==> src/rtl/fifo_write_arbiter_pkg.sv <==
// fifo_arb_pkg: shared types, defaults and wrap helper for the FIFO write arbiter
package fifo_arb_pkg;
  typedef enum logic {IDLE, BURST} arb_state_t;
  localparam int NREQ_DEF = 4;
  localparam int MAXBURST_DEF = 4;
  // a + b modulo n, valid when both operands are already below n
  function automatic int wrap_add(int a, int b, int n);
    int s;
    s = a + b;
    return s >= n ? s - n : s;
  endfunction
endpackage

==> src/rtl/fifo_write_arbiter_if.sv <==
// fifo_write_arbiter_if: requester lanes plus FIFO write port, seen from the arbiter (master) and the environment (slave)
interface fifo_write_arbiter_if
  import fifo_arb_pkg::*;
#(
  parameter int NREQ = NREQ_DEF,
  parameter int DATA = 8,
  parameter int IDW  = $clog2(NREQ)
);
  logic [NREQ-1:0]      req;
  logic [NREQ-1:0]      last;
  logic [NREQ*DATA-1:0] wdata_in;
  logic [NREQ-1:0]      ack;
  logic                 fifo_full;
  logic                 fifo_w_en;
  logic [DATA-1:0]      fifo_wdata;
  logic [IDW-1:0]       owner;
  logic                 busy;
  modport master (
    input  req, last, wdata_in, fifo_full,
    output ack, fifo_w_en, fifo_wdata, owner, busy
  );
  modport slave (
    output req, last, wdata_in, fifo_full,
    input  ack, fifo_w_en, fifo_wdata, owner, busy
  );
endinterface

==> src/rtl/fifo_write_arbiter_rr_picker.sv <==
// rr_picker: first set request searching upward from a rotating pointer, wrapping modulo NREQ
module rr_picker
  import fifo_arb_pkg::*;
#(
  parameter int NREQ = NREQ_DEF,
  parameter int IDW  = $clog2(NREQ)
) (
  input  logic [NREQ-1:0] i_req,
  input  logic [IDW-1:0]  i_ptr,
  output logic [IDW-1:0]  o_idx,
  output logic            o_found
);
  logic [IDW-1:0] w_idx;
  // scan from the farthest offset down so the nearest set bit wins
  always_comb begin
    o_found = 1'b0;
    o_idx = '0;
    w_idx = '0;
    for (int k = NREQ - 1; k >= 0; k--) begin
      w_idx = IDW'(wrap_add(int'(i_ptr), k, NREQ));
      if (i_req[w_idx]) begin
        o_found = 1'b1;
        o_idx = w_idx;
      end
    end
  end
endmodule

==> src/rtl/fifo_write_arbiter.sv <==
// fifo_write_arbiter: round-robin burst arbiter sharing one FIFO write port among NREQ requesters
module fifo_write_arbiter
  import fifo_arb_pkg::*;
#(
  parameter int NREQ     = NREQ_DEF,
  parameter int DATA     = 8,
  parameter int MAXBURST = MAXBURST_DEF,
  parameter int IDW      = $clog2(NREQ)
) (
  input logic                 wclk,
  input logic                 wrst,
  fifo_write_arbiter_if.master bus
);
  localparam int BW = $clog2(MAXBURST + 1);
  arb_state_t     r_state;
  logic [IDW-1:0] r_owner;
  logic [IDW-1:0] r_rr_ptr;
  logic [BW-1:0]  r_beat;
  logic [IDW-1:0] w_winner;
  logic           w_found;
  logic           w_busy;
  logic           w_sel;
  logic           w_en;
  logic           w_exit;
  rr_picker #(.NREQ(NREQ), .IDW(IDW)) u_pick (
    .i_req  (bus.req),
    .i_ptr  (r_rr_ptr),
    .o_idx  (w_winner),
    .o_found(w_found)
  );
  assign w_busy = r_state == BURST;
  assign w_sel  = bus.req[r_owner];
  assign w_en   = w_busy & w_sel & ~bus.fifo_full;
  // a withdrawn request ends the grant without a transfer; full never does
  assign w_exit = w_busy & (~w_sel | (w_en & (bus.last[r_owner] | r_beat == BW'(MAXBURST - 1))));
  assign bus.busy       = w_busy;
  assign bus.owner      = r_owner;
  assign bus.fifo_w_en  = w_en;
  assign bus.ack        = w_en ? NREQ'(1) << r_owner : '0;
  assign bus.fifo_wdata = bus.wdata_in[r_owner*DATA +: DATA];
  always_ff @(posedge wclk or negedge wrst)
    if (!wrst) begin
      r_state  <= IDLE;
      r_owner  <= '0;
      r_rr_ptr <= '0;
      r_beat   <= '0;
    end else if (r_state == IDLE) begin
      if (w_found) begin
        r_state <= BURST;
        r_owner <= w_winner;
        r_beat  <= '0;
      end
    end else if (w_exit) begin
      r_state  <= IDLE;
      r_rr_ptr <= r_owner == IDW'(NREQ - 1) ? '0 : r_owner + 1'b1;
    end else if (w_en)
      r_beat <= r_beat + 1'b1;
endmodule

==> src/flat_wrapper.sv <==
// flat-port wrapper written by rule: the top's interface ports become plain ports
module fifo_write_arbiter_flat import fifo_arb_pkg::*;
#(
  parameter int NREQ     = NREQ_DEF,
  parameter int DATA     = 8,
  parameter int MAXBURST = MAXBURST_DEF,
  parameter int IDW      = $clog2(NREQ)
)
  (wclk, wrst, bus_req, bus_last, bus_wdata_in, bus_fifo_full, bus_ack, bus_fifo_w_en, bus_fifo_wdata, bus_owner, bus_busy);
  fifo_write_arbiter_if #(.NREQ(NREQ), .DATA(DATA), .IDW(IDW)) bus_i ();
  input logic wclk;
  input logic wrst;
  input wire logic [$bits(bus_i.req)-1:0] bus_req;
  input wire logic [$bits(bus_i.last)-1:0] bus_last;
  input wire logic [$bits(bus_i.wdata_in)-1:0] bus_wdata_in;
  input wire logic [$bits(bus_i.fifo_full)-1:0] bus_fifo_full;
  output wire logic [$bits(bus_i.ack)-1:0] bus_ack;
  output wire logic [$bits(bus_i.fifo_w_en)-1:0] bus_fifo_w_en;
  output wire logic [$bits(bus_i.fifo_wdata)-1:0] bus_fifo_wdata;
  output wire logic [$bits(bus_i.owner)-1:0] bus_owner;
  output wire logic [$bits(bus_i.busy)-1:0] bus_busy;
  assign bus_i.req = bus_req;
  assign bus_i.last = bus_last;
  assign bus_i.wdata_in = bus_wdata_in;
  assign bus_i.fifo_full = bus_fifo_full;
  assign bus_ack = bus_i.ack;
  assign bus_fifo_w_en = bus_i.fifo_w_en;
  assign bus_fifo_wdata = bus_i.fifo_wdata;
  assign bus_owner = bus_i.owner;
  assign bus_busy = bus_i.busy;
  fifo_write_arbiter #(.NREQ(NREQ), .DATA(DATA), .MAXBURST(MAXBURST), .IDW(IDW)) u_core (.wclk(wclk), .wrst(wrst), .bus(bus_i));
endmodule
==> config.mk <==
export PLATFORM = sky130hd
export DESIGN_NAME = fifo_write_arbiter_flat
export DESIGN_NICKNAME = d
export VERILOG_FILES = /design/src/rtl/fifo_write_arbiter_pkg.sv /design/src/rtl/fifo_write_arbiter_if.sv /design/src/rtl/fifo_write_arbiter_rr_picker.sv /design/src/rtl/fifo_write_arbiter.sv /design/src/flat_wrapper.sv
export SDC_FILE = /design/constraint.sdc
export NUM_CORES = 1
export LEC_CHECK = 0
export BUFFER_PORTS_ARGS = -buffer_cell sky130_fd_sc_hd__buf_4
export CAP_MARGIN = 5
export CORE_UTILIZATION = 36
export CTS_CLUSTER_DIAMETER = 150
export DETAILED_ROUTE_END_ITERATION = 10
export PLACE_DENSITY = 0.85
export SLEW_MARGIN = 40
export SYNTH_ARGS = -nofsm -noshare
export SYNTH_HDL_FRONTEND = slang
export SYNTH_SLANG_ARGS = --single-unit
==> constraint.sdc <==
create_clock -name wclk -period 1.6 [get_ports wclk]
set_input_delay 0.32 -clock wclk [delete_from_list [all_inputs] [get_ports wclk]]
set_output_delay 0.32 -clock wclk [all_outputs]
set_load 0.01 [all_outputs]
## Word level (Yosys, flattened, before mapping)

Cells that the tools add are included.

| word-level totals | value |
|---|---|
| bits in writable memories | 0 |
| input port bits | 43 |
| memories | 0 |
| memory bits (read-only) | 0 |
| register bits | 8 |
| bits in latches | 0 |

| operators by class | value |
|---|---|
| divide/modulo/power cells | 0 |
| muxes and demuxes | 33 |
| equal/unequal tests | 4 |
| multiply operators | 0 |
| add/subtract/negate cells | 9 |
| bitwise logic cells | 9 |
| magnitude comparators | 9 |
| shift operators | 2 |
| reduce and logical (&&, ||, !) cells | 4 |

Operators with widths:

| cell | number |
|---|---|
| indexed part select 32 x 6 -> 8 bit | 1 |
| 2-to-1 mux 2 bit | 9 |
| less-than comparator 2 x 3 -> 1 bit, second input constant | 5 |
| 2-to-1 mux 1 bit | 13 |
| binary-select mux 1 bit (select 2 bit) | 6 |
| 2-to-1 mux 3 bit | 4 |
| greater-or-equal comparator 3 bit, second input constant | 3 |
| subtractor 2 x 1 -> 2 bit, second input constant | 4 |
| adder 2 x 2 -> 3 bit, second input constant | 2 |
| bitwise AND 1 bit | 4 |
| 2-to-1 mux 4 bit | 1 |
| inequality test 2 bit, second input constant | 2 |
| AND reduction 2 bit | 2 |
| << shifter 1 x 2 -> 4 bit, first input constant | 1 |
| adder 2 x 1 -> 3 bit, second input constant | 1 |
| adder 3 x 1 -> 3 bit, second input constant | 1 |
| == test 3 x 2 -> 1 bit, second input constant | 1 |
| greater-or-equal comparator 2 x 3 -> 1 bit, second input constant | 1 |
| inverter 1 bit | 3 |
| AND reduction 3 bit | 1 |
| adder 2 x 1 -> 2 bit, second input constant | 1 |
| == test 2 bit, second input constant | 1 |
| bitwise OR 1 bit | 2 |
| nonzero test 2 bit | 1 |

## Depth between registers and ports, before layout

| depth | value |
|---|---|
| depth in word-level cells | 11 |
| depth in mapped cells | 6 |

## Hierarchy

A second synthesis with hierarchy kept.

| second synthesis, totals | value |
|---|---|
| cell total of the unflattened synthesis | 73 |
| area, all modules | 813.3 µm² |

Modules (own cells, without submodules):

| module | sequential area each (µm²) | area each (µm²) | cells an instance | instances |
|---|---|---|---|---|
| fifo_write_arbiter | 200.2 | 735.7 | 60 | 1 |
| rr_picker | 0.0 | 77.6 | 13 | 1 |

## Worst setup path before layout

OpenSTA, ideal clock, no wires.

| timing | value |
|---|---|
| path type | register to output |
| start point | reg u_core.r_owner[1] (netlist: u_core.bus.owner[1]) |
| end point | out bus_ack[0] |
| path buffers | 0 |
| arrival time | 1441 ps |
| cell stages (with the launch flop) | 4 |
| slack | -161 ps |
| required time | 1280 ps |
| cells stage by stage | dfrtp_1 mux4_2 and3_4 and2_1 |

| on the way | value |
|---|---|
| longest elaborated chain between the ends | 5 |

Ends and longest elaborated chain:

| element | line | RTL |
|---|---|---|
| start, declared | fifo_write_arbiter.sv:16 | `logic [IDW-1:0] r_owner;` |
| start signal, assigned | fifo_write_arbiter.sv:50 | `r_owner <= w_winner;` |
| binary-select mux 1 bit (select 2 bit) | fifo_write_arbiter.sv:32 | `assign w_sel = bus.req[r_owner];` |
| 2-to-1 mux 1 bit (implied by the code) | fifo_write_arbiter.sv:32 |  |
| bitwise AND 1 bit (2 in series) | fifo_write_arbiter.sv:33 | `assign w_en = w_busy & w_sel & ~bus.fifo_full;` |
| via bus_fifo_w_en | flat_wrapper.sv:18 | `output wire logic [$bits(bus_i.fifo_w_en)-1:0] bus_fifo_w_en;` |
| 2-to-1 mux 4 bit | fifo_write_arbiter.sv:39 | `assign bus.ack = w_en ? NREQ'(1) << r_owner : '0;` |
| end, declared | flat_wrapper.sv:17 | `output wire logic [$bits(bus_i.ack)-1:0] bus_ack;` |

The timed path passes the listed nets, and every way through them passes these cells. The select of a mux whose other input is x is not followed.

## Worst setup path in the final report

| timing | value |
|---|---|
| start point | reg u_core.r_owner[1] (netlist: u_core.bus.owner[1]) |
| end point | out bus_ack[0] |

| on the way | value |
|---|---|
| longest elaborated chain between the ends | 5 |

Ends and longest elaborated chain:

| element | line |
|---|---|
| binary-select mux 1 bit (select 2 bit) | fifo_write_arbiter.sv:32 |
| 2-to-1 mux 1 bit (implied by the code) | fifo_write_arbiter.sv:32 |
| bitwise AND 1 bit (2 in series) | fifo_write_arbiter.sv:33 |
| 2-to-1 mux 4 bit (*) | fifo_write_arbiter.sv:39 |

Mark *: on every way between the ends. The rest lies on a longest branch, timed or not. The select of a mux whose other input is x is not followed.

==> run summary <==
die area -> 0.00243 mm2
final hold violations -> 0
worst rel slew slack -> 77.9%
worst skew pair latency -> 0.26 ns
Sw Ratio -> 38.2%
RSZ-0062 raised after global routing -> yes
routed wl met3 -> 156 um
Net Switching -> 0.874 mW
initial antenna violation count -> 0
Comb pwr share -> 74.5%
share of cells above drive strength 1 -> 67.3%
Leakage -> 0.737 nW
Max Cap Viol -> 0
Clock Skew -> 0.00459 ns
number of distinct library cells after synthesis -> 23
Chip Height -> 49.3 um
failing checks -> negative setup slack
GPL Wtd Cong -> 0.767
Total GRT Usage -> 28.6%
clock transition at the registers of the reported paths -> 0.06 ns
Final Power -> 2.29 mW
starting density of the core -> 39.5%
largest net degree at the start of global routing -> 10
Slew @ Worst Pin -> 0.328 ns
Clock power frac -> 7.5%
Synth Register Bits -> 8
run status -> finished with violations
initial DRC count -> 5
setup ws final -> -0.352 ns
CP max stage cell -> mux4_2
Max VDD drop -> 0.000917 V
utilization after layout -> 74.3%
Final Cycle Share -> 122%
commonest non-fill, non-tap cell in the layout -> buf_4
Slew Limit Fails -> 0
CTS buffer count -> 3
final setup fails -> 19
Buffers on Ports -> 58
TritonRoute pass-1 iters -> 3
Post-Synthesis Mean Instance Area -> 11.2 um2
crit-path max FO -> 6
chip width -> 49.3 um
syn_nets -> 121
Via density -> 5.28
Core Rows -> 16
clk root buf -> clkbuf_4
TritonCTS clock tree -> built
Worst Setup Start Kind -> register
Yosys warning count -> 0
Pint -> 1.41 mW
CP endpoint kind -> output port
grt total ovfl -> 0
Crit path max-delay family -> multiplexers
Flop pwr share -> 18.0%
Vias -> 934
worst hold path class -> in -> async
worst-path cell chain -> mux4_2 > and3_4 > and2_4 > buf_6
drt total wl -> 3080 um
R2R setup slack -> -0.22 ns
CP Class -> reg -> out
met2 WL -> 1590 um
minimum clock period -> 1.95 ns
critical path arrival -> 1.63 ns
cell count after synthesis -> 72
# DRC -> 0
Top Ports -> 59
final cell count without fillers -> 177
Setup TNS -> -4.19 ns
commonest cells after routing, fill and taps aside -> buf_4, buf_6, mux4_2
HPWL after DPL -> 2200 um
Post-Syn Area -> 807 um2
highest routed metal layer -> met4
first-pass GRT wire length -> 5060 um
Pwr Density -> 1510 mW/mm2
layout net count -> 200
CP peak stage delay -> 0.53 ns
fmax -> 0.512 GHz
core area -> 0.00204 mm2
clk sinks -> 8
Req. time, crit path -> 1.28 ns
H-tree depth -> 1
maximum root-to-sink buffer count -> 2
vias in the first global route -> 1,010
diodes inserted -> 0
Area Growth Syn to Fin -> 88.1%
Antenna Nets Post-Route -> 0
WL/cell -> 17.4 um
Cells after DPL -> 165
WP buf/inv -> 1
wl on met1 -> 1240 um
Seq/Total Area, Yosys -> 24.8%
## final timing paths
check                                          from                   to  depth (start not counted)
worst max-delay path            u_core.bus.owner[1]           bus_ack[0]                          4
worst min-delay path                           wrst   u_core.r_rr_ptr[1]                          2
worst max register to register  u_core.bus.owner[0]   u_core.r_rr_ptr[1]                          6
worst min register to register     u_core.r_beat[1]     u_core.r_beat[1]                          2
max in group asynchronous                      wrst  u_core.bus.owner[0]                          2
min in group wclk                        bus_req[3]  u_core.bus.owner[1]                          4
## registers in the layout, indices dropped and copies added (netlist names)
signal            flops
u_core.bus.owner      2
u_core.r_beat         3
u_core.r_rr_ptr       2
u_core.bus.busy       1
## timing repair
item,in CTS,in global routing
hold buffers,1,0
gates resized for setup,15,0
buffers inserted,6,1
endpoints found under the hold margin,8,0
setup endpoints to repair,15,19
## power groups by stage
stage               sequential (mW)  combinational [mW]  clock, mW
floorplan                     0.411               0.819          0
global placement              0.411                1.37          0
detailed placement            0.418                1.43          0
CTS                           0.407                1.66      0.180
global route                  0.423                1.83      0.194
finish                        0.411                1.70      0.172
## logic make-up after synthesis
kind of cell,share of synthesized area [%]
flops,24.8
simple gates,16.9
mux,36.3
compound gates,9.30
fa+ha+maj,9.30
buf+inv,3.41
## stage by stage
step                hold slack [ns]  setup slack [ns]  instance area (um2)
global placement              0.141           -0.0932                 1370
detailed placement            0.145            -0.146                 1370
global route                  0.425            -0.415                 1520
floorplan                    0.0244           -0.0336                  827
finish                        0.421            -0.352                 1520
CTS                           0.402            -0.320                 1510
## synth_stat cells
master | instances | area (um2)
mux4_2 | 9 | 203
dfrtp_1 | 8 | 200
nand2_1 | 7 | 26.3
ha_1 | 6 | 75.1
mux2i_1 | 6 | 60.1
inv_1 | 5 | 18.8
and2_1 | 4 | 25.0
nand2b_1 | 4 | 25.0
nor2_1 | 4 | 15.0
a21oi_1 | 3 | 15.0
mux2_4 | 2 | 30.0
nor2b_1 | 2 | 12.5
o21a_1 | 2 | 15.0
a22oi_2 | 1 | 12.5
a31oi_2 | 1 | 12.5
and3_4 | 1 | 11.3
buf_2 | 1 | 5.00
clkbuf_1 | 1 | 3.75
nor2b_4 | 1 | 13.8
o21ai_0 | 1 | 5.00
o22ai_1 | 1 | 6.26
o41ai_1 | 1 | 8.76
or4_1 | 1 | 7.51
## metal layers
| layer | vias up | global-route usage, % |
|---|---|---|
| met4 | 0 | 11.8 |
| met3 | 13 | 7.17 |
| met2 | 37 | 47.9 |
| li1 | 425 | - |
| met5 | - | 0 |
| met1 | 459 | 34.6 |
## layout make-up
cell class                 count  area (um2)
inverter                       5        18.8
sequential                     8         203
fill                         136         524
multi-input combinational     57         594
tap                           27        33.8
clock buffer                   4        26.3
timing repair buffer          76         642
Note: power is estimated with default switching activity, not from simulation.
